File: config.mk
export PLATFORM = sky130hd
export DESIGN_NAME = hamming_rx_serial
export DESIGN_NICKNAME = d
export VERILOG_FILES = /design/src/rtl/hamming_pkg.sv /design/src/rtl/hamming74_decode_core.sv /design/src/rtl/hamming_rx_serial.sv
export SDC_FILE = /design/constraint.sdc
export NUM_CORES = 1
export LEC_CHECK = 0
export BUFFER_PORTS_ARGS = -buffer_cell sky130_fd_sc_hd__buf_2
export CAP_MARGIN = 10
export CORE_MARGIN = 4
export CORE_UTILIZATION = 57
export DETAILED_ROUTE_END_ITERATION = 6
export GPL_ROUTABILITY_DRIVEN = 1
export PLACE_DENSITY = 0.75
export SLEW_MARGIN = 15
export SYNTH_ARGS = -nofsm -noshare
export SYNTH_HDL_FRONTEND = slang
export SYNTH_SLANG_ARGS = --single-unit
File: constraint.sdc
create_clock -name clk -period 2.2 [get_ports clk]
set_input_delay 0.44 -clock clk [delete_from_list [all_inputs] [get_ports clk]]
set_output_delay 0.44 -clock clk [all_outputs]
set_load 0.01 [all_outputs]
File: src/rtl/hamming_pkg.sv
// hamming_pkg
//   Shared widths, receiver FSM state encoding and the Hamming(7,4)
//   syndrome function for the nibble-link receive path.
//   Codeword bit cw[i] is Hamming position i+1. Positions 1, 2 and 4 hold
//   parity. Positions 3, 5, 6 and 7 hold d0..d3.
package hamming_pkg;

   localparam int CW_W   = 7;
   localparam int DATA_W = 4;
   localparam int SYN_W  = 3;

   typedef enum logic [2:0] {
      IDLE   = 3'd0,
      START  = 3'd1,
      DATA   = 3'd2,
      STOP   = 3'd3,
      DECODE = 3'd4
   } rx_state_e;

   // Returns {s4,s2,s1}. A non-zero value is the 1-based position of the bad bit.
   function automatic logic [SYN_W-1:0] hamming74_syndrome(input logic [CW_W-1:0] cw);
      logic s1;
      logic s2;
      logic s4;
      s1 = cw[0] ^ cw[2] ^ cw[4] ^ cw[6];
      s2 = cw[1] ^ cw[2] ^ cw[5] ^ cw[6];
      s4 = cw[3] ^ cw[4] ^ cw[5] ^ cw[6];
      return {s4, s2, s1};
   endfunction

endpackage

File: src/rtl/hamming74_decode_core.sv
// hamming74_decode_core
//   Purely combinational Hamming(7,4) single-error corrector.
//   Ports:
//     cw_in    in  7 : received codeword, cw_in[i] = position i+1
//     cw_corr  out 7 : codeword with the indicated bit inverted
//     data     out 4 : corrected payload {d3,d2,d1,d0}
//     syndrome out 3 : {s4,s2,s1}; 0 means no error was seen
module hamming74_decode_core
   import hamming_pkg::*;
(
   input  logic [CW_W-1:0]   cw_in,
   output logic [CW_W-1:0]   cw_corr,
   output logic [DATA_W-1:0] data,
   output logic [SYN_W-1:0]  syndrome
);

   always_comb begin
      syndrome = hamming74_syndrome(cw_in);
      cw_corr  = cw_in;
      for (int i = 0; i < CW_W; i++) begin
         if (syndrome == SYN_W'(i + 1)) begin
            cw_corr[i] = ~cw_in[i];
         end
      end
      data = {cw_corr[6], cw_corr[5], cw_corr[4], cw_corr[2]};
   end

endmodule

File: src/rtl/hamming_rx_serial.sv
// hamming_rx_serial
//   UART-style receiver for one Hamming(7,4) codeword per frame
//   (start 0, cw[0]..cw[6] LSB first, stop 1). It corrects single-bit
//   errors and presents the payload with a one-cycle valid strobe.
//   Parameters:
//     CLKS_PER_BIT : clocks per serial bit (even, >= 4)
//     CNT_W        : width of the saturating correction counter
//   Ports:
//     clk           in  1     : system clock
//     rst           in  1     : asynchronous active-high reset
//     rx            in  1     : serial line, asynchronous, idles high
//     data_out      out 4     : corrected payload, held between frames
//     data_valid    out 1     : one-cycle pulse when data_out updates
//     err_corrected out 1     : last accepted frame needed a correction
//     syndrome      out 3     : {s4,s2,s1} of last accepted frame
//     frame_err     out 1     : one-cycle pulse on a low stop bit
//     corr_count    out CNT_W : corrected-frame count, saturating
module hamming_rx_serial
   import hamming_pkg::*;
#(
   parameter int CLKS_PER_BIT = 16,
   parameter int CNT_W        = 8
) (
   input  logic              clk,
   input  logic              rst,
   input  logic              rx,
   output logic [DATA_W-1:0] data_out,
   output logic              data_valid,
   output logic              err_corrected,
   output logic [SYN_W-1:0]  syndrome,
   output logic              frame_err,
   output logic [CNT_W-1:0]  corr_count
);

   localparam int BIT_CNT_W = $clog2(CLKS_PER_BIT);
   localparam logic [BIT_CNT_W-1:0] HALF_LAST = BIT_CNT_W'(CLKS_PER_BIT / 2 - 1);
   localparam logic [BIT_CNT_W-1:0] FULL_LAST = BIT_CNT_W'(CLKS_PER_BIT - 1);

   logic                 sync1_q;
   logic                 sync2_q;
   logic                 rx_s;

   rx_state_e            state_q, state_d;
   logic [BIT_CNT_W-1:0] cnt_q, cnt_d;
   logic [2:0]           bit_idx_q, bit_idx_d;
   logic [CW_W-1:0]      cw_q, cw_d;

   logic [DATA_W-1:0]    data_out_q, data_out_d;
   logic                 data_valid_q, data_valid_d;
   logic                 err_q, err_d;
   logic [SYN_W-1:0]     syn_q, syn_d;
   logic                 frame_err_q, frame_err_d;
   logic [CNT_W-1:0]     corr_count_q, corr_count_d;

   logic [CW_W-1:0]      core_cw_corr;
   logic [DATA_W-1:0]    core_data;
   logic [SYN_W-1:0]     core_syn;
   logic                 stop_sample;

   assign rx_s = sync2_q;

   hamming74_decode_core u_core (
      .cw_in    (cw_q),
      .cw_corr  (core_cw_corr),
      .data     (core_data),
      .syndrome (core_syn)
   );

   // State register
   always_ff @(posedge clk or posedge rst) begin
      if (rst) begin
         state_q <= IDLE;
      end else begin
         state_q <= state_d;
      end
   end

   // Next state, bit timing and shift register
   always_comb begin
      state_d   = state_q;
      cnt_d     = cnt_q;
      bit_idx_d = bit_idx_q;
      cw_d      = cw_q;
      case (state_q)
         IDLE: begin
            cnt_d = '0;
            if (!rx_s) begin
               state_d = START;
            end
         end
         START: begin
            if (cnt_q == HALF_LAST) begin
               cnt_d     = '0;
               bit_idx_d = '0;
               // A start bit that is high again at mid-bit is treated as a glitch.
               state_d   = rx_s ? IDLE : DATA;
            end else begin
               cnt_d = cnt_q + 1'b1;
            end
         end
         DATA: begin
            if (cnt_q == FULL_LAST) begin
               cnt_d     = '0;
               // Bits arrive LSB first, so shifting in at the top leaves cw[0] at bit 0.
               cw_d      = {rx_s, cw_q[CW_W-1:1]};
               bit_idx_d = bit_idx_q + 1'b1;
               if (bit_idx_q == 3'd6) begin
                  state_d = STOP;
               end
            end else begin
               cnt_d = cnt_q + 1'b1;
            end
         end
         STOP: begin
            if (cnt_q == FULL_LAST) begin
               cnt_d   = '0;
               state_d = rx_s ? DECODE : IDLE;
            end else begin
               cnt_d = cnt_q + 1'b1;
            end
         end
         DECODE: begin
            state_d = IDLE;
         end
         default: begin
            state_d = IDLE;
         end
      endcase
   end

   // Output registers are loaded on the edge that enters DECODE, so the
   // strobe and the new payload are visible during the DECODE cycle, one
   // cycle after the stop sample.
   always_comb begin
      stop_sample  = (state_q == STOP) && (cnt_q == FULL_LAST);
      data_valid_d = stop_sample && rx_s;
      frame_err_d  = stop_sample && !rx_s;
      data_out_d   = data_out_q;
      err_d        = err_q;
      syn_d        = syn_q;
      corr_count_d = corr_count_q;
      if (data_valid_d) begin
         data_out_d = core_data;
         err_d      = (core_cw_corr != cw_q);
         syn_d      = core_syn;
         if ((core_syn != '0) && (corr_count_q != {CNT_W{1'b1}})) begin
            corr_count_d = corr_count_q + 1'b1;
         end
      end
   end

   always_ff @(posedge clk or posedge rst) begin
      if (rst) begin
         sync1_q      <= 1'b1;
         sync2_q      <= 1'b1;
         cnt_q        <= '0;
         bit_idx_q    <= '0;
         cw_q         <= '0;
         data_out_q   <= '0;
         data_valid_q <= 1'b0;
         err_q        <= 1'b0;
         syn_q        <= '0;
         frame_err_q  <= 1'b0;
         corr_count_q <= '0;
      end else begin
         sync1_q      <= rx;
         sync2_q      <= sync1_q;
         cnt_q        <= cnt_d;
         bit_idx_q    <= bit_idx_d;
         cw_q         <= cw_d;
         data_out_q   <= data_out_d;
         data_valid_q <= data_valid_d;
         err_q        <= err_d;
         syn_q        <= syn_d;
         frame_err_q  <= frame_err_d;
         corr_count_q <= corr_count_d;
      end
   end

   assign data_out      = data_out_q;
   assign data_valid    = data_valid_q;
   assign err_corrected = err_q;
   assign syndrome      = syn_q;
   assign frame_err     = frame_err_q;
   assign corr_count    = corr_count_q;

endmodule

==> out/summary.txt <==
Clock Skew - 0.00965 ns
Max transition margin - 0.663
Peak supply drop - 0.409 mV
Final WL - 3020 um
FILL cells - 250
Max Freq - 0.522 GHz
Status - finished, final reports clean
Die width - 64.5 um
P&R area growth vs syn - 10.8%
DP Wirelength - 2130 um
Top FF cell, synth - dfrtp_1
Leak - 0.980 nW
Yosys reg bits - 37
Core area - 3050 sq um
Syn Area/Cell - 11.5 sq um
Critical Path Source Type - flip-flop
Period utilization - 0.871
Post-layout nets - 190
Clock power share - 0.298
Worst reg2reg path depth - 5
Post-synthesis net count - 166
Gr ovfl total - 0
Antenna Nets Post-Route - 0
Setup tns final - 0 ns
Max-cap violation count - 0
Vias/cell - 5.36
Vias in the first global route - 1173
Clock Latency Late Sink - 0.32 ns
Layout cell share with drive strength beyond 1 - 0.283
# resized after CTS - 0
Combinational Power Share - 0.077
Largest net degree at the start of global routing - 38
# clock sinks - 37
Net Sw Frac - 0.245
CP Cell Sequence - xnor3_2 -> xor2_2 -> o21ai_4 -> nand2_4 -> mux2_4
Post-synth cell types - 40
Total vias in the final route - 1221
CP max stage delay - 0.51 ns
CP Class - reg2reg
Global-route wire length before repair - 5380 um
Slew Viols, Final - 0
Non-filler cells, final - 228
H-tree depth - 2
Clock root buffer - clkbuf_4
Die area - 4160 sq um
Port bufs - 20
Syn Inst Count - 159
Crit path max fanout - 8
Wire per inst - 13.3 um
P_sw - 0.000296 W
Final Hold Viols - 0
Post-synth EDFFs - 0
Drt drc - 0
# IOs - 21
First-pass DRT Iterations - 5
Dpl cells - 220
WP data required - 2.42 ns
Worst-path clk slew - 0.11 ns
GPL Wtd Cong - 0.844
Slowest-stage cell, CP - xnor3_2
CTS tree - done
Final hold slack - 0.206 ns
First DRT Iteration DRCs - 31
Overall die height - 64.5 um
Power per cell area - 600 nW/um^2
Minimum clock period - 1.92 ns
Tightest Pin Transition - 0.502 ns
# Post-CTS Setup Buffers - 0
Yosys warnings - 0
# rows - 20
# diodes - 0
Worst Path Arrival - 2.14 ns
CTS Hold Bufs - 0
Initial antenna violation count - 0
HP Class - in2async
Number of buffers created by CTS - 5
Initial core utilization - 0.597
Reg power frac - 0.624
Sequential element share of the synthesized area - 0.510
Asr flop ratio synth - 1.00
Mapped cell area - 1820 sq um
Clock buffer depth - 2
GRT Util Overall - 0.164
Setup violations, final - 0
Cell-internal power - 0.000914 W
Critical Path Sink Type - flip-flop
Unrepaired setup endpoints after global routing - false
-- worst paths after layout --
kind | slack (ns) | from | to
max reg2reg | 0.28 | cw_q[4] | corr_count[1]
min in group clk | 0.21 | rx | sync1_q
min reg2reg | 0.36 | sync1_q | rx_s
max in group asynchronous | 1.64 | rst | sync1_q
min | 0.21 | rst | corr_count[6]
max | 0.28 | cw_q[4] | corr_count[1]
-- final cells by class --
class | count | area [sq um] | share of cell area
Tap cell | 44 | 55.1 | 0.0273
Clock buffer | 8 | 58.8 | 0.0291
Inverter | 7 | 26.3 | 0.0130
Multi-Input combinational cell | 108 | 820 | 0.406
Timing Repair Buffer | 24 | 130 | 0.0645
Sequential cell | 37 | 928 | 0.460
-- cells by family (layout without fill, tap and decap cells) --
group	Yosys count	after routing	share of synthesized area
AOI/OAI and AO/OA	26	26	0.0996
DFF	37	37	0.510
and+or+nand+nor	48	48	0.150
adders and majority gates	4	4	0.0275
buffers and inverters	14	39	0.0405
xor gates and xnor gates	19	19	0.104
muxes	11	11	0.0694
-- power by group through the flow --
stage	Clock, W	Combinational, W	Sequential [W]
3_5_place_dp	0	0.0000959	0.000770
5_1_grt	0.000408	0.000108	0.000766
4_1_cts	0.000378	0.0000961	0.000757
3_3_place_gp	0	0.0000901	0.000764
6_report	0.000361	0.0000936	0.000756
2_1_floorplan	0	0.0000949	0.000744
-- metal layers --
layer | part of all wire | track usage | up-vias
met3 | 0.035 | 0.0468 | 6
met5 | 0 | 0 | -
met1 | 0.46 | 0.209 | 583
met2 | 0.49 | 0.272 | 30
li1 | - | - | 602
met4 | 0.0086 | 0.0501 | 0
-- through the flow --
step           power, W  setup WS, ns  utilization  area [sq um]
2_1_floorplan  0.000839         0.397            -          1820
3_3_place_gp   0.000854         0.366        0.642          1960
3_5_place_dp   0.000866         0.292        0.642          1960
4_1_cts         0.00123         0.283        0.661          2020
5_1_grt         0.00128         0.190        0.661          2020
6_report        0.00121         0.284        0.661          2020
-- worst max-delay path: cells and delay by family, from the launching register on --
family,cells,cell delay [ns]
xor gates and xnor gates,2,0.80
DFF,1,0.45
muxes,1,0.29
AOI/OAI and AO/OA,1,0.17
and+or+nand+nor,1,0.10
-- sequential cells by signal (all words and copies together) (netlist names) --
register and count:
data_valid 1, cw_q 7, cnt_q 4, state_q 3, corr_count 8, syndrome 3, sync1_q 1, err_corrected 1
bit_idx_q 3, rx_s 1, frame_err 1, data_out 4
-- cells in the mapped netlist (all sizes together) (2+ instances only) --
master,count,area (sq um)
nand4,3,18.8
buf,4,35.0
a31oi,2,12.5
nor3b,3,37.5
clkbuf,3,12.5
nand2,16,67.6
nor3,4,20.0
dfstp,2,52.6
o21ai,17,96.3
nor2,4,15.0
mux2,10,116
dfrtp,35,876
xnor2,17,149
ha,4,50.1
inv,7,26.3
nand3,7,35.0
and3,5,31.3
-- layout by cell type (no fill, tap or decap), types with 2 or more instances in the layout --
master	Yosys	final
buf_4	1	4
mux2_2	9	9
nor3b_2	3	3
clkbuf_1	2	2
nor3_1	4	4
xnor2_1	17	17
inv_1	7	7
nand3_1	7	7
ha_1	4	4
o21ai_1	3	3
o21ai_0	13	13
nor2_1	4	4
nand4_1	3	3
and3_1	5	5
buf_2	1	20
dfrtp_1	35	35
a31oi_1	2	2
dfstp_2	2	2
nand2_1	15	15
clkbuf_4	0	5
(Power assumes the default switching activity.)
